### src/rtl/pipe_pkg.sv
// Shared types and IF/ID payload layout for the pipeline stage registers.
package pipe_pkg;

  // Stage occupancy encoded as {skid_v, main_v}
  typedef enum logic [1:0] {
    ST_EMPTY = 2'b00,
    ST_FULL  = 2'b01,
    ST_SKID  = 2'b11
  } state_e;

  localparam logic [31:0] NOP_INSTR = 32'h0000_0000;

  localparam int unsigned IFID_W         = 64;
  localparam int unsigned IFID_INSTR_LSB = 0;
  localparam int unsigned IFID_PC_LSB    = 32;

  typedef struct packed {
    logic [31:0] pc;
    logic [31:0] instr;
  } ifid_t;

  localparam logic [IFID_W-1:0] IFID_BUBBLE = {32'h0000_0000, NOP_INSTR};

  // Pack PC and instruction into the IF/ID payload bus
  function automatic logic [IFID_W-1:0] ifid_pack(input logic [31:0] pc,
                                                  input logic [31:0] instr);
    ifid_t p;
    p.pc    = pc;
    p.instr = instr;
    return p;
  endfunction

endpackage

### src/rtl/pipe_sat_counter.sv
// Saturating up-counter used for stall-cycle statistics.
module pipe_sat_counter #(
  parameter int unsigned CNT_W = 16
) (
  input  logic             clk,
  input  logic             rst,
  input  logic             inc,
  output logic [CNT_W-1:0] count
);

  localparam logic [CNT_W-1:0] CNT_MAX = '1;

  // Count up on inc, holding at the maximum value
  always_ff @(posedge clk or posedge rst) begin
    if (rst) begin
      count <= '0;
    end else if (inc && (count != CNT_MAX)) begin
      count <= count + CNT_W'(1);
    end
  end

endmodule

### src/rtl/pipe_stage_skid.sv
// Pipeline stage register with valid/ready handshake, optional 2-entry skid
// buffer, synchronous flush with bubble injection and a stall-cycle counter.
module pipe_stage_skid
  import pipe_pkg::*;
#(
  parameter int unsigned       DATA_W     = IFID_W,
  parameter logic [DATA_W-1:0] RESET_VAL  = '0,
  parameter logic [DATA_W-1:0] BUBBLE_VAL = '0,
  parameter bit                SKID_EN    = 1'b1,
  parameter int unsigned       CNT_W      = 16
) (
  input  logic              clk_i,
  input  logic              rst_i,
  input  logic              valid_i,
  output logic              ready_o,
  input  logic [DATA_W-1:0] data_i,
  output logic              valid_o,
  input  logic              ready_i,
  output logic [DATA_W-1:0] data_o,
  input  logic              flush_i,
  output logic [CNT_W-1:0]  stall_cnt_o
);

  state_e            state;
  logic [DATA_W-1:0] main_q;
  logic [DATA_W-1:0] skid_q;
  logic              ready_q;
  logic              in_fire;
  logic              out_fire;

  // Handshake decode; ready is a register with the skid buffer, combinational without
  assign valid_o  = (state == ST_FULL) || (state == ST_SKID);
  assign data_o   = main_q;
  assign ready_o  = SKID_EN ? ready_q : (!valid_o || ready_i);
  assign in_fire  = valid_i && ready_o;
  assign out_fire = valid_o && ready_i;

  // Occupancy FSM: main register feeds downstream, skid catches the in-flight beat
  always_ff @(posedge clk_i or posedge rst_i) begin
    if (rst_i) begin
      state   <= ST_EMPTY;
      main_q  <= RESET_VAL;
      skid_q  <= '0;
      ready_q <= 1'b0;
    end else if (flush_i) begin
      state   <= ST_EMPTY;
      main_q  <= BUBBLE_VAL;
      skid_q  <= '0;
      ready_q <= 1'b1;
    end else begin
      ready_q <= 1'b1;
      unique case (state)
        ST_EMPTY: begin
          if (in_fire) begin
            state  <= ST_FULL;
            main_q <= data_i;
          end
        end
        ST_FULL: begin
          if (in_fire && out_fire) begin
            main_q <= data_i;
          end else if (in_fire && SKID_EN) begin
            state   <= ST_SKID;
            skid_q  <= data_i;
            ready_q <= 1'b0;
          end else if (out_fire) begin
            state <= ST_EMPTY;
          end
        end
        ST_SKID: begin
          if (out_fire) begin
            state  <= ST_FULL;
            main_q <= skid_q;
          end else begin
            ready_q <= 1'b0;
          end
        end
        default: begin
          state <= ST_EMPTY;
        end
      endcase
    end
  end

  // Count cycles where downstream back-pressures a valid payload
  pipe_sat_counter #(
    .CNT_W(CNT_W)
  ) u_stall_cnt (
    .clk  (clk_i),
    .rst  (rst_i),
    .inc  (valid_o && !ready_i),
    .count(stall_cnt_o)
  );

  // Upstream may not retract or change a payload that is waiting for ready
  a_upstream_hold : assert property (
    @(posedge clk_i) disable iff (rst_i)
    (valid_i && !ready_o && !flush_i) |=> (valid_i && $stable(data_i))
  );

endmodule

### config.mk
export PLATFORM = sky130hd
export DESIGN_NAME = pipe_stage_skid
export DESIGN_NICKNAME = d
export VERILOG_FILES = /design/src/rtl/pipe_pkg.sv /design/src/rtl/pipe_sat_counter.sv /design/src/rtl/pipe_stage_skid.sv
export SDC_FILE = /design/constraint.sdc
export NUM_CORES = 1
export LEC_CHECK = 0
export ABC_CLOCK_PERIOD_IN_PS = 4900
export BUFFER_PORTS_ARGS = -buffer_cell sky130_fd_sc_hd__buf_2
export CAP_MARGIN = 20
export CORE_UTILIZATION = 57
export CTS_BUF_LIST = sky130_fd_sc_hd__clkbuf_4 sky130_fd_sc_hd__clkbuf_8
export DETAILED_ROUTE_END_ITERATION = 6
export HOLD_SLACK_MARGIN = 0.02
export PLACE_DENSITY = 0.83
export SLEW_MARGIN = 5
export SYNTH_ARGS = -nofsm -noshare
export SYNTH_HDL_FRONTEND = slang
export SYNTH_HIERARCHICAL = 1
export SYNTH_SLANG_ARGS = --single-unit
### constraint.sdc
create_clock -name clk_i -period 4.9 [get_ports clk_i]
set_clock_uncertainty 0.05 [all_clocks]
set_input_delay 0.735 -clock clk_i [delete_from_list [all_inputs] [get_ports clk_i]]
set_output_delay 0.735 -clock clk_i [all_outputs]
set_load 0.05 [all_outputs]
== Word-level counts from Yosys, hierarchy flattened ==
Index checks and enable logic that the tools add are counted.

* Register bits after elaboration: 147
* Input port bits: 69
* Output and inout bits: 82
* Logic and storage cells: 49

* $add $sub $neg: 1
* Equality and inequality tests: 9
* Mux-type cells: 20
* Reduce and logical (&&, ||, !) cells: 14

{| class="wikitable"
|+ Operators with widths
! kind !! count
|-
| $mux W64 || 7
|-
| $pmux W64 S3 || 1
|-
| $add A16 B1 Y16 const B || 1
|-
| $ne A16 B16 Y1 const B || 1
|-
| $mux W2 || 6
|-
| $ne A3 B3 Y1 const B || 3
|-
| $reduce_and A4 Y1 || 2
|-
| $pmux W2 S3 || 1
|-
| $logic_and A1 B1 Y1 || 5
|-
| $mux W1 || 4
|-
| $ne A4 B4 Y1 const B || 1
|-
| $reduce_bool A2 Y1 || 2
|-
| $reduce_bool A4 Y1 || 1
|-
| $ne A3 B2 Y1 const B || 1
|-
| $reduce_and A3 Y1 || 1
|-
| $eq A2 B1 Y1 const B || 1
|-
| $eq A2 B2 Y1 const B || 1
|-
| $logic_not A2 Y1 || 1
|-
| $ne A2 B2 Y1 const B || 1
|-
| $pmux W1 S2 || 1
|-
| $logic_not A1 Y1 || 1
|-
| $logic_or A1 B1 Y1 || 1
|}

== Longest topological paths before layout ==
Gate-level depths: netlist of run 1.

* Depth in word-level cells: 8
* Mapped depth: 9

== Cells and area by module ==
Netlist of run 1, hierarchy kept.

{| class="wikitable"
|+ By module, submodules not included
! module !! instances !! cells an instance !! area each (um^2) !! sequential area each (um^2)
|-
| pipe_stage_skid || 1 || 596 || 6175.9 || 3278.1
|-
| pipe_sat_counter || 1 || 71 || 805.8 || 400.4
|}

== Worst setup path before layout of run 1 ==
Ideal clock, no wire load.

* Path type: register to register
* From: reg state[0]
* To: reg u_stall_cnt.count[14]
* Setup time: 125 ps
* Arrival time: 2269 ps
* Slack: 2456 ps
* Stages on the path, launching flop included: 10
* Buffers on the path: 2
* Cell sequence: dfrtp_1 > ha_1 > clkbuf_1 > buf_2 > or2_2 > nor2b_1 > and4_1 > nand3_1 > nor2_1 > mux2_2

* Word-level cells in the longest chain between the ends: 4
* Elaborated cells between the ends (all ways): 5

{| class="wikitable"
|+ Ends and longest elaborated chain
! element !! RTL line !! source
|-
| from (decl) || pipe_stage_skid.sv:24 || <nowiki>state_e state;</nowiki>
|-
| from (signal assigned) || pipe_stage_skid.sv:41 || <nowiki>state <= ST_EMPTY;</nowiki>
|-
| from (signal assigned) || pipe_stage_skid.sv:46 || <nowiki>state <= ST_EMPTY;</nowiki>
|-
| from (signal assigned) || pipe_stage_skid.sv:55 || <nowiki>state <= ST_FULL;</nowiki>
|-
| $eq A2 B1 Y1 or $eq A2 B2 Y1 (tied branches) || pipe_stage_skid.sv:32 || <nowiki>assign valid_o = (state == ST_FULL) || (state == ST_SKID);</nowiki>
|-
| $logic_or A1 B1 Y1 (*) || pipe_stage_skid.sv:32 ||
|-
| named net valid_o || pipe_stage_skid.sv:17 || <nowiki>output logic valid_o,</nowiki>
|-
| $logic_and A1 B1 Y1 (*) || pipe_stage_skid.sv:91 || <nowiki>.inc (valid_o && !ready_i),</nowiki>
|-
| $logic_and A1 B1 Y1 (*) || pipe_sat_counter.sv:17 || <nowiki>end else if (inc && (count != CNT_MAX)) begin</nowiki>
|-
| to (signal assigned) || pipe_sat_counter.sv:18 || <nowiki>count <= count + CNT_W'(1);</nowiki>
|-
| to (decl) || pipe_sat_counter.sv:8 || <nowiki>output logic [CNT_W-1:0] count</nowiki>
|}

Mark *: on every way through the listed nets, which the timed path passes. The rest lies on a longest branch.
A chain may end at the register's enable or synchronous reset.

== Final worst setup path of run 1 ==
* From: reg state[0]
* To: reg main_q[59] (netlist: data_o[59])

* Word-level cells in the longest chain between the ends: 6
* Elaborated cells between the ends (all ways): 13

{| class="wikitable"
|+ Ends and longest elaborated chain
! element !! RTL line !! source
|-
| $eq A2 B1 Y1 or $eq A2 B2 Y1 (tied branches) || pipe_stage_skid.sv:32, pipe_stage_skid.sv:52 ||
|-
| $logic_or A1 B1 Y1 || pipe_stage_skid.sv:32 ||
|-
| $logic_and A1 B1 Y1 || pipe_stage_skid.sv:36 || <nowiki>assign out_fire = valid_o && ready_i;</nowiki>
|-
| $logic_and A1 B1 Y1 || pipe_stage_skid.sv:60 || <nowiki>if (in_fire && out_fire) begin</nowiki>
|-
| $ne A3 B2 Y1 (no line) || n/a ||
|-
| $reduce_and A4 Y1 (no line) || n/a ||
|-
| to (signal assigned) || pipe_stage_skid.sv:56 || <nowiki>main_q <= data_i;</nowiki>
|-
| to (signal assigned) || pipe_stage_skid.sv:61 || <nowiki>main_q <= data_i;</nowiki>
|-
| to (signal assigned) || pipe_stage_skid.sv:73 || <nowiki>main_q <= skid_q;</nowiki>
|-
| to (decl) || pipe_stage_skid.sv:25 || <nowiki>logic [DATA_W-1:0] main_q;</nowiki>
|}

Parallel ways exist; a longest one is shown, timed or not.

==> run summary, run 1 <==
### Yosys
• number of library cell types mapped by synthesis: 34
• share of the yosys chip area belonging to registers: 52.7%
• net count after synthesis: 741
• number of enable flip-flop cells after synthesis: 0
• cell count after synthesis: 667
• Async S/R FF share, synth: 100%
• summed instance area of the synthesized netlist: 6980 µm²
• synthesized flop and latch total: 147
• top cells by area, synth: sky130_fd_sc_hd__dfrtp_1, sky130_fd_sc_hd__a211oi_2, sky130_fd_sc_hd__mux2i_1
• synthesized area divided by synthesized cell count: 10.5 µm²
• main flop type after synthesis: sky130_fd_sc_hd__dfrtp_1
• Yosys warning count: 6
• post-synth top area share: 52.7%
• largest area contributor in the netlist: sky130_fd_sc_hd__dfrtp_1

### Clocking
• later-pin clock latency in the skew report: 450 ps
• number of CTS-inserted buffers: 17
• clock buffer depth: 2
• clock tree from TritonCTS: done
• number of gates resized after cts: 0
• clock-pin slew of the registers on the worst-case setup and hold paths: 80 ps
• number of buffers inserted by hold repair at cts: 0
• depth of the CTS H-tree: 4
• sinks on the clock net: 147
• buffer cell driving the clock tree root: sky130_fd_sc_hd__clkbuf_8
• Setup Fix Bufs, Post-CTS: 0

### Power and ir drop
• design internal power: 2.61 mW
• clock network fraction of total power: 20.8%
• combinational power share: 44.8%
• net switching power: 2.23 mW
• leakage power figure: 3.68 nW
• Pwr Density: 587 nW/µm²
• switching share of power: 46.1%
• share of power burned in registers: 34.4%
• worst voltage drop across the vdd grid: 0.501 mV
• total power consumption of the routed design: 4.83 mW

### Floorplan
• boundary pin count: 151
• Die Area: 12700 µm²
• Die Y: 113 µm
• chip width: 113 µm
• effective utilization at floorplan: 58.4%
• Std-Cell Core Area: 12000 µm²
• Core Rows: 40

### Detailed routing
• Detailed Routing Iterations Pass 1: 5
• Residual DRC: 0
• WL/cell: 16.7 µm
• count of vias placed by the detailed router: 5436
• total wire length: 15.9 mm
• drt via density: 5.70
• DRC marker count from the first detailed-route iteration: 357
• residual antenna-violating net count after detailed routing: 0

### Timing
• slew at the pin closest to its max-slew limit: 1090 ps
• maximum frequency from static timing analysis: 0.343 GHz
• Period Utilization, post-route: 59.4%
• Fin. Hold Viols: 0
• post-layout min period: 2910 ps
• sum of negative setup slack: 0 ps
• worst relative slew slack: 27.5%
• final max-slew violation count: 0
• RSZ-0062 raised after global routing: false
• # setup viols final: 0

### Placed design
• Placer Congestion: 0.809
• total of buffers placed on input and output ports: 150
• HPWL after detailed placement: 10.3 mm

### Global routing
• vias in the first global route: 5427
• global-route wire length before repair: 26.3 mm
• global route overflow: 0
• global routing usage summed across all routing layers: 26.6%
• largest net degree at the start of global routing: 113
• number of antenna violations at the first check in global routing: 1

### Final layout
• area used by multi-input combinational logic: 3070 µm²
• Register Area: 3680 µm²
• area growth from synthesis to final layout: 18.0%
• most common cell after layout, fill and taps aside: sky130_fd_sc_hd__buf_2
• highest-count cells in the layout ignoring fill and taps: sky130_fd_sc_hd__buf_2, sky130_fd_sc_hd__dfrtp_1, sky130_fd_sc_hd__nand2_1
• share of cells above drive strength 1: 32.3%
• Final Core Density: 68.9%
• number of fill cells: 900
• number of nets in the finished design: 867

### Worst setup path
• required arrival time at the worst endpoint: 5210 ps
• critical path type: flop to flop
• arrival time reported for the critical path endpoint: 3220 ps
• endpoint kind of the worst setup timing path: flop
• worst reg-to-reg setup slack: 1990 ps
• element type at the critical path start: flop
• maximum fanout count along the critical path: 112

### Run
• Max Cap Violations: 0

### Run status
• result of the run: complete, no violations

### Min path
• worst min-delay path class: primary input to asynchronous set/reset pin

[cell usage after synthesis (all sizes together) (4+ instances only)]
cell type    n
a211oi      65
a21oi       67
and3         5
and4         4
buf         27
clkbuf      24
dfrtp      147
ha           5
inv          4
mux2i       65
nand2      139
nand3        9
nand4        8
nor2        68
xnor2       11
[power groups by stage]
stage	clock, mW	sequential (mW)	combinational (mW)
finish	1.01	1.66	2.17
global route	1.08	1.69	2.29
CTS	1.02	1.66	2.17
detailed placement	0	1.68	2.17
global placement	0	1.66	2.10
floorplan	0	2.47	0.910
[sequential cells by signal, summed over array words and instances (netlist names)]
name / flops
u_stall_cnt/count: 16
state: 2
ready_o: 1
skid_q: 64
data_o: 64
[metrics by stage]
| step | setup slack [ps] | instances | hold slack, ps | instance area [µm²] |
|---|---|---|---|---|
| floorplan | 617 | 667 | 451 | 6980 |
| global placement | 2130 | 920 | 441 | 7780 |
| detailed placement | 2000 | 921 | 465 | 7800 |
| CTS | 2040 | 953 | 292 | 8240 |
| global route | 1840 | 954 | 310 | 8240 |
| finish | 1990 | 954 | 294 | 8240 |
[worst max-delay path, stage by stage, from the launching register on]
cell	delay, ps
sky130_fd_sc_hd__dfrtp_1	420
sky130_fd_sc_hd__inv_1	100
sky130_fd_sc_hd__ha_1	310
sky130_fd_sc_hd__or2_1	250
sky130_fd_sc_hd__a221oi_4	680
sky130_fd_sc_hd__buf_12	540
sky130_fd_sc_hd__nor2_1	120
sky130_fd_sc_hd__a211oi_2	240
[cell families (layout without fill, tap and decap cells)]
logic type	count (synthesis)	count (layout)	synth area share, %
AO/OA/AOI/OAI	138	138	16.6
multiplexers	67	67	9.64
AND/OR/NAND/NOR	244	244	15.0
XOR/XNOR	11	11	1.38
flip-flops	147	147	52.7
adder cells (fa/ha/maj)	5	5	0.896
buffers and inverters	55	194	3.76
other	0	1	0
[final timing paths]
path,start,end,depth (start not counted)
setup / recovery,state[0],data_o[59],7
hold / removal,rst_i,data_o[61],2
setup reg to reg,state[0],data_o[59],7
hold reg to reg,u_stall_cnt/count[13],u_stall_cnt/count[13],1
max in group asynchronous,rst_i,skid_q[45],3
min in group clk_i,u_stall_cnt/count[13],u_stall_cnt/count[13],1
[per-layer routing]
layer,up-vias,share of wire [%],global-route usage (%)
met5,-,0,0
met4,0,1.6,9.78
met3,25,5.7,6.64
met2,173,51,44.0
met1,2687,41,33.9
li1,2551,-,-
[final cells by class]
| cell class | count | area share, % |
|---|---|---|
| Clock buffer | 23 | 3.77 |
| Sequential cell | 147 | 44.6 |
| Multi-Input combinational cell | 465 | 37.3 |
| Clock inverter | 9 | 1.52 |
| Inverter | 4 | 0.213 |
| Timing Repair Buffer | 158 | 10.3 |
| Tap cell | 147 | 2.23 |
| Antenna cell | 1 | 0.0304 |
(Power assumes the default switching activity.)
==> inputs of run 2 (changes only) <==
- ABC_CLOCK_PERIOD_IN_PS: 4900 -> 2700
- clock period: 4.9 -> 2.7 ns (I/O delays scaled with it)
==> run summary, run 2 (synthesis gave the netlist of run 1 again) <==
### Final layout
• Register Area: 3680 µm², unchanged
• number of nets in the finished design: 873, +0.69%
• area used by multi-input combinational logic: 3070 µm², unchanged
• number of fill cells: 887, -1.4%
• highest-count cells in the layout ignoring fill and taps: sky130_fd_sc_hd__buf_2, sky130_fd_sc_hd__dfrtp_1, sky130_fd_sc_hd__nand2_1
• share of cells above drive strength 1: 32.5%, +0.21 points
• most common cell after layout, fill and taps aside: sky130_fd_sc_hd__buf_2
• area growth from synthesis to final layout: 18.8%

### Detailed routing
• residual antenna-violating net count after detailed routing: 0, unchanged
• Detailed Routing Iterations Pass 1: 5, unchanged
• top routing layer used: met4
• WL/cell: 16.9 µm, +1.7%
• count of vias placed by the detailed router: 5463, +0.50%
• Residual DRC: 0, unchanged
• detailed route wirelength on metal2: 8.43 mm, +3.3%
• drt via density: 5.70, about the same
• met1 layer wirelength in the final routing: 6.73 mm, +2.5%
• total wire length: 16.2 mm, +2.1%
• DRC marker count from the first detailed-route iteration: 447, +25%
• wire length on met3: 775 µm, -14%

### Timing
• worst relative slew slack: 50.3%, +23 points
• RSZ-0062 raised after global routing: false
• maximum frequency from static timing analysis: 0.409 GHz, +19%
• Period Utilization, post-route: 90.5%, +31 points
• setup ws final: 256 ps, -1730 ps
• final max-slew violation count: 0, unchanged
• # setup viols final: 0, unchanged
• post-layout min period: 2440 ps, -467 ps
• post-route worst hold slack: 148 ps, -146 ps
• Fin. Hold Viols: 0, unchanged
• sum of negative setup slack: 0 ps, unchanged
• slew at the pin closest to its max-slew limit: 744 ps, -344 ps

### Clocking
• number of CTS-inserted buffers: 17, unchanged
• later-pin clock latency in the skew report: 440 ps, about the same
• sinks on the clock net: 147, unchanged
• depth of the CTS H-tree: 4, unchanged
• clock-pin slew of the registers on the worst-case setup and hold paths: 80 ps, about the same
• Setup Fix Bufs, Post-CTS: 0, unchanged
• clock tree from TritonCTS: done
• buffer cell driving the clock tree root: sky130_fd_sc_hd__clkbuf_8
• clock buffer depth: 2, unchanged

### Worst setup path
• maximum fanout count along the critical path: 86, -23%
• critical path type: flop to flop
• worst setup path startpoint: state[0]
• required arrival time at the worst endpoint: 2990 ps, -2220 ps
• endpoint kind of the worst setup timing path: flop
• arrival time reported for the critical path endpoint: 2730 ps, -490 ps
• beginning of the worst register-to-register path: state[0]
• element type at the critical path start: flop

### Placed design
• pre-CTS setup slack: 295 ps, -1710 ps
• HPWL after detailed placement: 10.8 mm, +4.8%
• Placer Congestion: 0.800, -1.1%
• total of buffers placed on input and output ports: 150, unchanged

### Power and ir drop
• leakage power figure: 3.71 nW, +0.77%
• worst voltage drop across the vdd grid: 0.739 mV, +47%
• total power consumption of the routed design: 8.69 mW, +80%
• Pwr Density: 1050 nW/µm², +79%

### Floorplan
• Die Area: 12700 µm², unchanged
• chip width: 113 µm, unchanged
• Die Y: 113 µm, unchanged
• boundary pin count: 151, unchanged
• effective utilization at floorplan: 58.4%, unchanged
• Core Rows: 40, unchanged
• Std-Cell Core Area: 12000 µm², unchanged

### Global routing
• global route overflow: 0, unchanged
• largest net degree at the start of global routing: 87, -23%
• global routing usage summed across all routing layers: 26.7%, +0.090 points
• global-route wire length before repair: 26.6 mm, +1.1%
• vias in the first global route: 5549, +2.2%
• number of antenna violations at the first check in global routing: 1, unchanged

### Run
• Max Cap Violations: 0, unchanged

### Min path
• worst min-delay path class: primary input to flop
• launch point of the worst hold path: data_i[6]

### Run status
• result of the run: complete, no violations

-- run 2: worst max-delay path: stages, from the launching register on --
cell and delay [ps]:
sky130_fd_sc_hd__dfrtp_1 420, sky130_fd_sc_hd__inv_1 100, sky130_fd_sc_hd__ha_1 310, sky130_fd_sc_hd__or2_1 250, sky130_fd_sc_hd__a221oi_4 370, sky130_fd_sc_hd__buf_12 390, sky130_fd_sc_hd__nor2_1 110, sky130_fd_sc_hd__a211oi_2 270
-- run 2: power by group --
| part | internal (mW) | total (mW) | switching [mW] |
|---|---|---|---|
| sequential | 2.69 | 3.02 | 0.330 |
| combinational | 1.05 | 4.00 | 2.95 |
| clock | 0.908 | 1.67 | 0.761 |
-- run 2: timing repair --
item / 4_1_cts / 5_1_grt
hold buffers: 1 / 0
resized for setup: 0 / 0
hold endpoints to repair: 16 / 0
-- run 2: final timing paths --
kind | to | slack, ps | cells after the start
max in group asynchronous | skid_q[23] | 1280 | 4
worst min-delay path | skid_q[6] | 150 | 3
min in group asynchronous | u_stall_cnt/count[9] | 570 | 3
worst max-delay path | data_o[24] | 260 | 7
worst max register to register | data_o[24] | 260 | 7
worst min register to register | u_stall_cnt/count[10] | 470 | 1
-- run 2: layout make-up --
cell class / instances / share of cell area [%]
clock inverters: 4 / 0.543
clock buffers: 26 / 4.16
diodes: 1 / 0.0302
repair buffers: 164 / 11.4
multi-input cells: 465 / 37.0
flip-flops and latches: 147 / 44.4
inverters: 4 / 0.226
well taps: 147 / 2.22
-- run 2: metal layers --
layer,up-vias,global-route usage [%]
met1,2715,33.3
met3,24,5.94
met2,158,45.3
li1,2566,-
met5,-,0
met4,0,10.2
-- run 2: stage by stage --
| step | cell area [µm²] | std cells | util [%] |
|---|---|---|---|
| 2_1_floorplan | 6990 | 667 | - |
| 3_3_place_gp | 7890 | 926 | 66.0 |
| 3_5_place_dp | 7890 | 926 | 66.0 |
| 4_1_cts | 8290 | 957 | 69.3 |
| 5_1_grt | 8290 | 958 | 69.3 |
| 6_report | 8290 | 958 | 69.3 |
==> inputs of run 3 (changes only) <==
- BUFFER_PORTS_ARGS: -buffer_cell sky130_fd_sc_hd__buf_2 -> -buffer_cell sky130_fd_sc_hd__buf_4
==> run summary, run 3 (synthesis gave the netlist of run 1 again) <==
### Run status
• result of the run: complete, no violations

### Detailed routing
• drt via density: 5.68, -0.33%
• total wire length: 16.1 mm, -0.80%
• DRC marker count from the first detailed-route iteration: 413, -7.6%
• Residual DRC: 0, unchanged
• WL/cell: 16.9 µm, -0.39%
• Detailed Routing Iterations Pass 1: 6, +1
• count of vias placed by the detailed router: 5422, -0.75%
• residual antenna-violating net count after detailed routing: 0, unchanged

### Placed design
• total of buffers placed on input and output ports: 150, unchanged
• pre-CTS setup slack: 334 ps, +39.2 ps
• Cells after DPL: 923, -0.32%
• HPWL after detailed placement: 10.6 mm, -1.6%
• Placer Congestion: 0.825, +3.2%

### Floorplan
• Die Y: 113 µm, unchanged
• Std-Cell Core Area: 12000 µm², unchanged
• chip width: 113 µm, unchanged
• effective utilization at floorplan: 58.4%, unchanged
• boundary pin count: 151, unchanged
• Core Rows: 40, unchanged
• Die Area: 12700 µm², unchanged

### Timing
• Period Utilization, post-route: 88.9%, -1.7 points
• # setup viols final: 0, unchanged
• setup ws final: 301 ps, +45.3 ps
• sum of negative setup slack: 0 ps, unchanged
• RSZ-0062 raised after global routing: false
• maximum frequency from static timing analysis: 0.417 GHz, +1.9%
• final max-slew violation count: 0, unchanged
• post-route worst hold slack: 154 ps, +5.46 ps
• slew at the pin closest to its max-slew limit: 935 ps, +191 ps
• worst relative slew slack: 37.7%, -13 points
• Fin. Hold Viols: 0, unchanged
• post-layout min period: 2400 ps, -45.3 ps

### Final layout
• share of cells above drive strength 1: 32.2%, -0.25 points
• Antenna Diode Count: 0, -1
• area growth from synthesis to final layout: 23.6%
• final cell count without fillers: 954, -0.42%
• most common cell after layout, fill and taps aside: sky130_fd_sc_hd__buf_4
• highest-count cells in the layout ignoring fill and taps: sky130_fd_sc_hd__buf_4, sky130_fd_sc_hd__dfrtp_1, sky130_fd_sc_hd__nand2_1
• number of nets in the finished design: 870, -0.34%
• Final Core Density: 72.1%, +2.8 points

### Clocking
• number of CTS-inserted buffers: 17, unchanged
• depth of the CTS H-tree: 4, unchanged
• sinks on the clock net: 147, unchanged
• buffer cell driving the clock tree root: sky130_fd_sc_hd__clkbuf_8
• clock tree from TritonCTS: done
• Setup Fix Bufs, Post-CTS: 0, unchanged
• clock buffer depth: 2, unchanged
• number of gates resized after cts: 0, unchanged
• clock-pin slew of the registers on the worst-case setup and hold paths: 80 ps, about the same
• later-pin clock latency in the skew report: 450 ps, about the same

### Worst setup path
• worst reg-to-reg setup slack: 300 ps, +50 ps
• beginning of the worst register-to-register path: state[1]
• Buffers & Inverters on Critical Path: 1, -1
• delay-heaviest family, CP: simple AND/OR/NAND/NOR gates
• Crit-path slowest cell: sky130_fd_sc_hd__dfrtp_1
• critical path type: flop to flop
• endpoint kind of the worst setup timing path: flop
• element type at the critical path start: flop
• arrival time reported for the critical path endpoint: 2680 ps, -50 ps
• maximum fanout count along the critical path: 6, -93%
• cells along the critical path: inv_1 > ha_1 > or2_2 > nor2b_1 > and4_1 > nand3_1 > nor2_1 > mux2_2
• required arrival time at the worst endpoint: 2980 ps, about the same
• worst stage delay on the critical path: 430 ps, about the same
• endpoint of the worst-slack reg-to-reg timing path: u_stall_cnt/count[14]
• Worst Reg2Reg Path Length in Cells: 8, +1

### Global routing
• largest net degree at the start of global routing: 132, +52%
• global-route wire length before repair: 26.7 mm, +0.23%
• vias in the first global route: 5566, +0.31%
• global routing usage summed across all routing layers: 26.7%, +0.055 points
• number of antenna violations at the first check in global routing: 0, -1
• global route overflow: 0, unchanged

### Power and ir drop
• worst voltage drop across the vdd grid: 0.696 mV, -5.9%
• Pwr Density: 1040 nW/µm², -0.99%
• leakage power figure: 3.76 nW, +1.6%

### Min path
• worst min-delay path class: primary input to flop
• launch point of the worst hold path: data_i[51]
• hold path endpoint: skid_q[51]
• worst hold path stage count: 3, unchanged

### Run
• Max Cap Violations: 0, unchanged

[run 3: worst max path at each step]
stage          startpoint                     to  slack [ps]  cells past startpoint
2_1_floorplan    state[0]  u_stall_cnt/count[14]         260                      9
3_3_place_gp     state[1]  u_stall_cnt/count[14]         480                      8
3_5_place_dp     state[1]  u_stall_cnt/count[14]         330                      8
4_1_cts          state[1]  u_stall_cnt/count[14]         330                      8
5_1_grt          state[1]  u_stall_cnt/count[14]          50                      8
6_report         state[1]  u_stall_cnt/count[14]         300                      8
[run 3: through the flow]
stage	power (mW)	area (µm²)
floorplan	6.14	6990
global placement	7.20	8240
detailed placement	7.36	8240
CTS	9.00	8630
global route	9.36	8630
finish	8.95	8630
[run 3: where the power goes]
group          internal, mW  switching [mW]  total, mW
sequential             2.69           0.356       3.05
combinational          1.32            2.95       4.27
clock                 0.866           0.766       1.63
total                  4.88            4.07       8.95
[run 3: final cells by class]
class                      instances  area, µm²
sequential                       147       3680
fill                             861       3330
multi-input combinational        465       3070
timing repair buffer             161       1300
clock buffer                      25        325
tap                              147        184
clock inverter                     5       50.0
inverter                           4       18.8
[run 3: routing by layer]
layer | track usage (%) | part of all wire (%) | vias to the layer above | wire length [µm]
met5 | 0 | 0 | - | 0
met4 | 10.4 | 1.8 | 0 | 285
met3 | 6.59 | 6.0 | 26 | 963
met2 | 45.7 | 51 | 167 | 8210
met1 | 32.7 | 41 | 2673 | 6630
li1 | - | - | 2556 | -
[run 3: timing repair]
action / 4_1_cts / 5_1_grt
setup endpoints to repair: 0 / 0
hold buffers: 1 / 0
hold endpoints to repair: 16 / 0
[run 3: worst reg2reg max path: stages (launching register included)]
cell                      delay (ps)
sky130_fd_sc_hd__dfrtp_1         430
sky130_fd_sc_hd__inv_1           130
sky130_fd_sc_hd__ha_1            250
sky130_fd_sc_hd__or2_2           140
sky130_fd_sc_hd__nor2b_1         370
sky130_fd_sc_hd__and4_1          310
sky130_fd_sc_hd__nand3_1         140
sky130_fd_sc_hd__nor2_1          130
sky130_fd_sc_hd__mux2_2          330
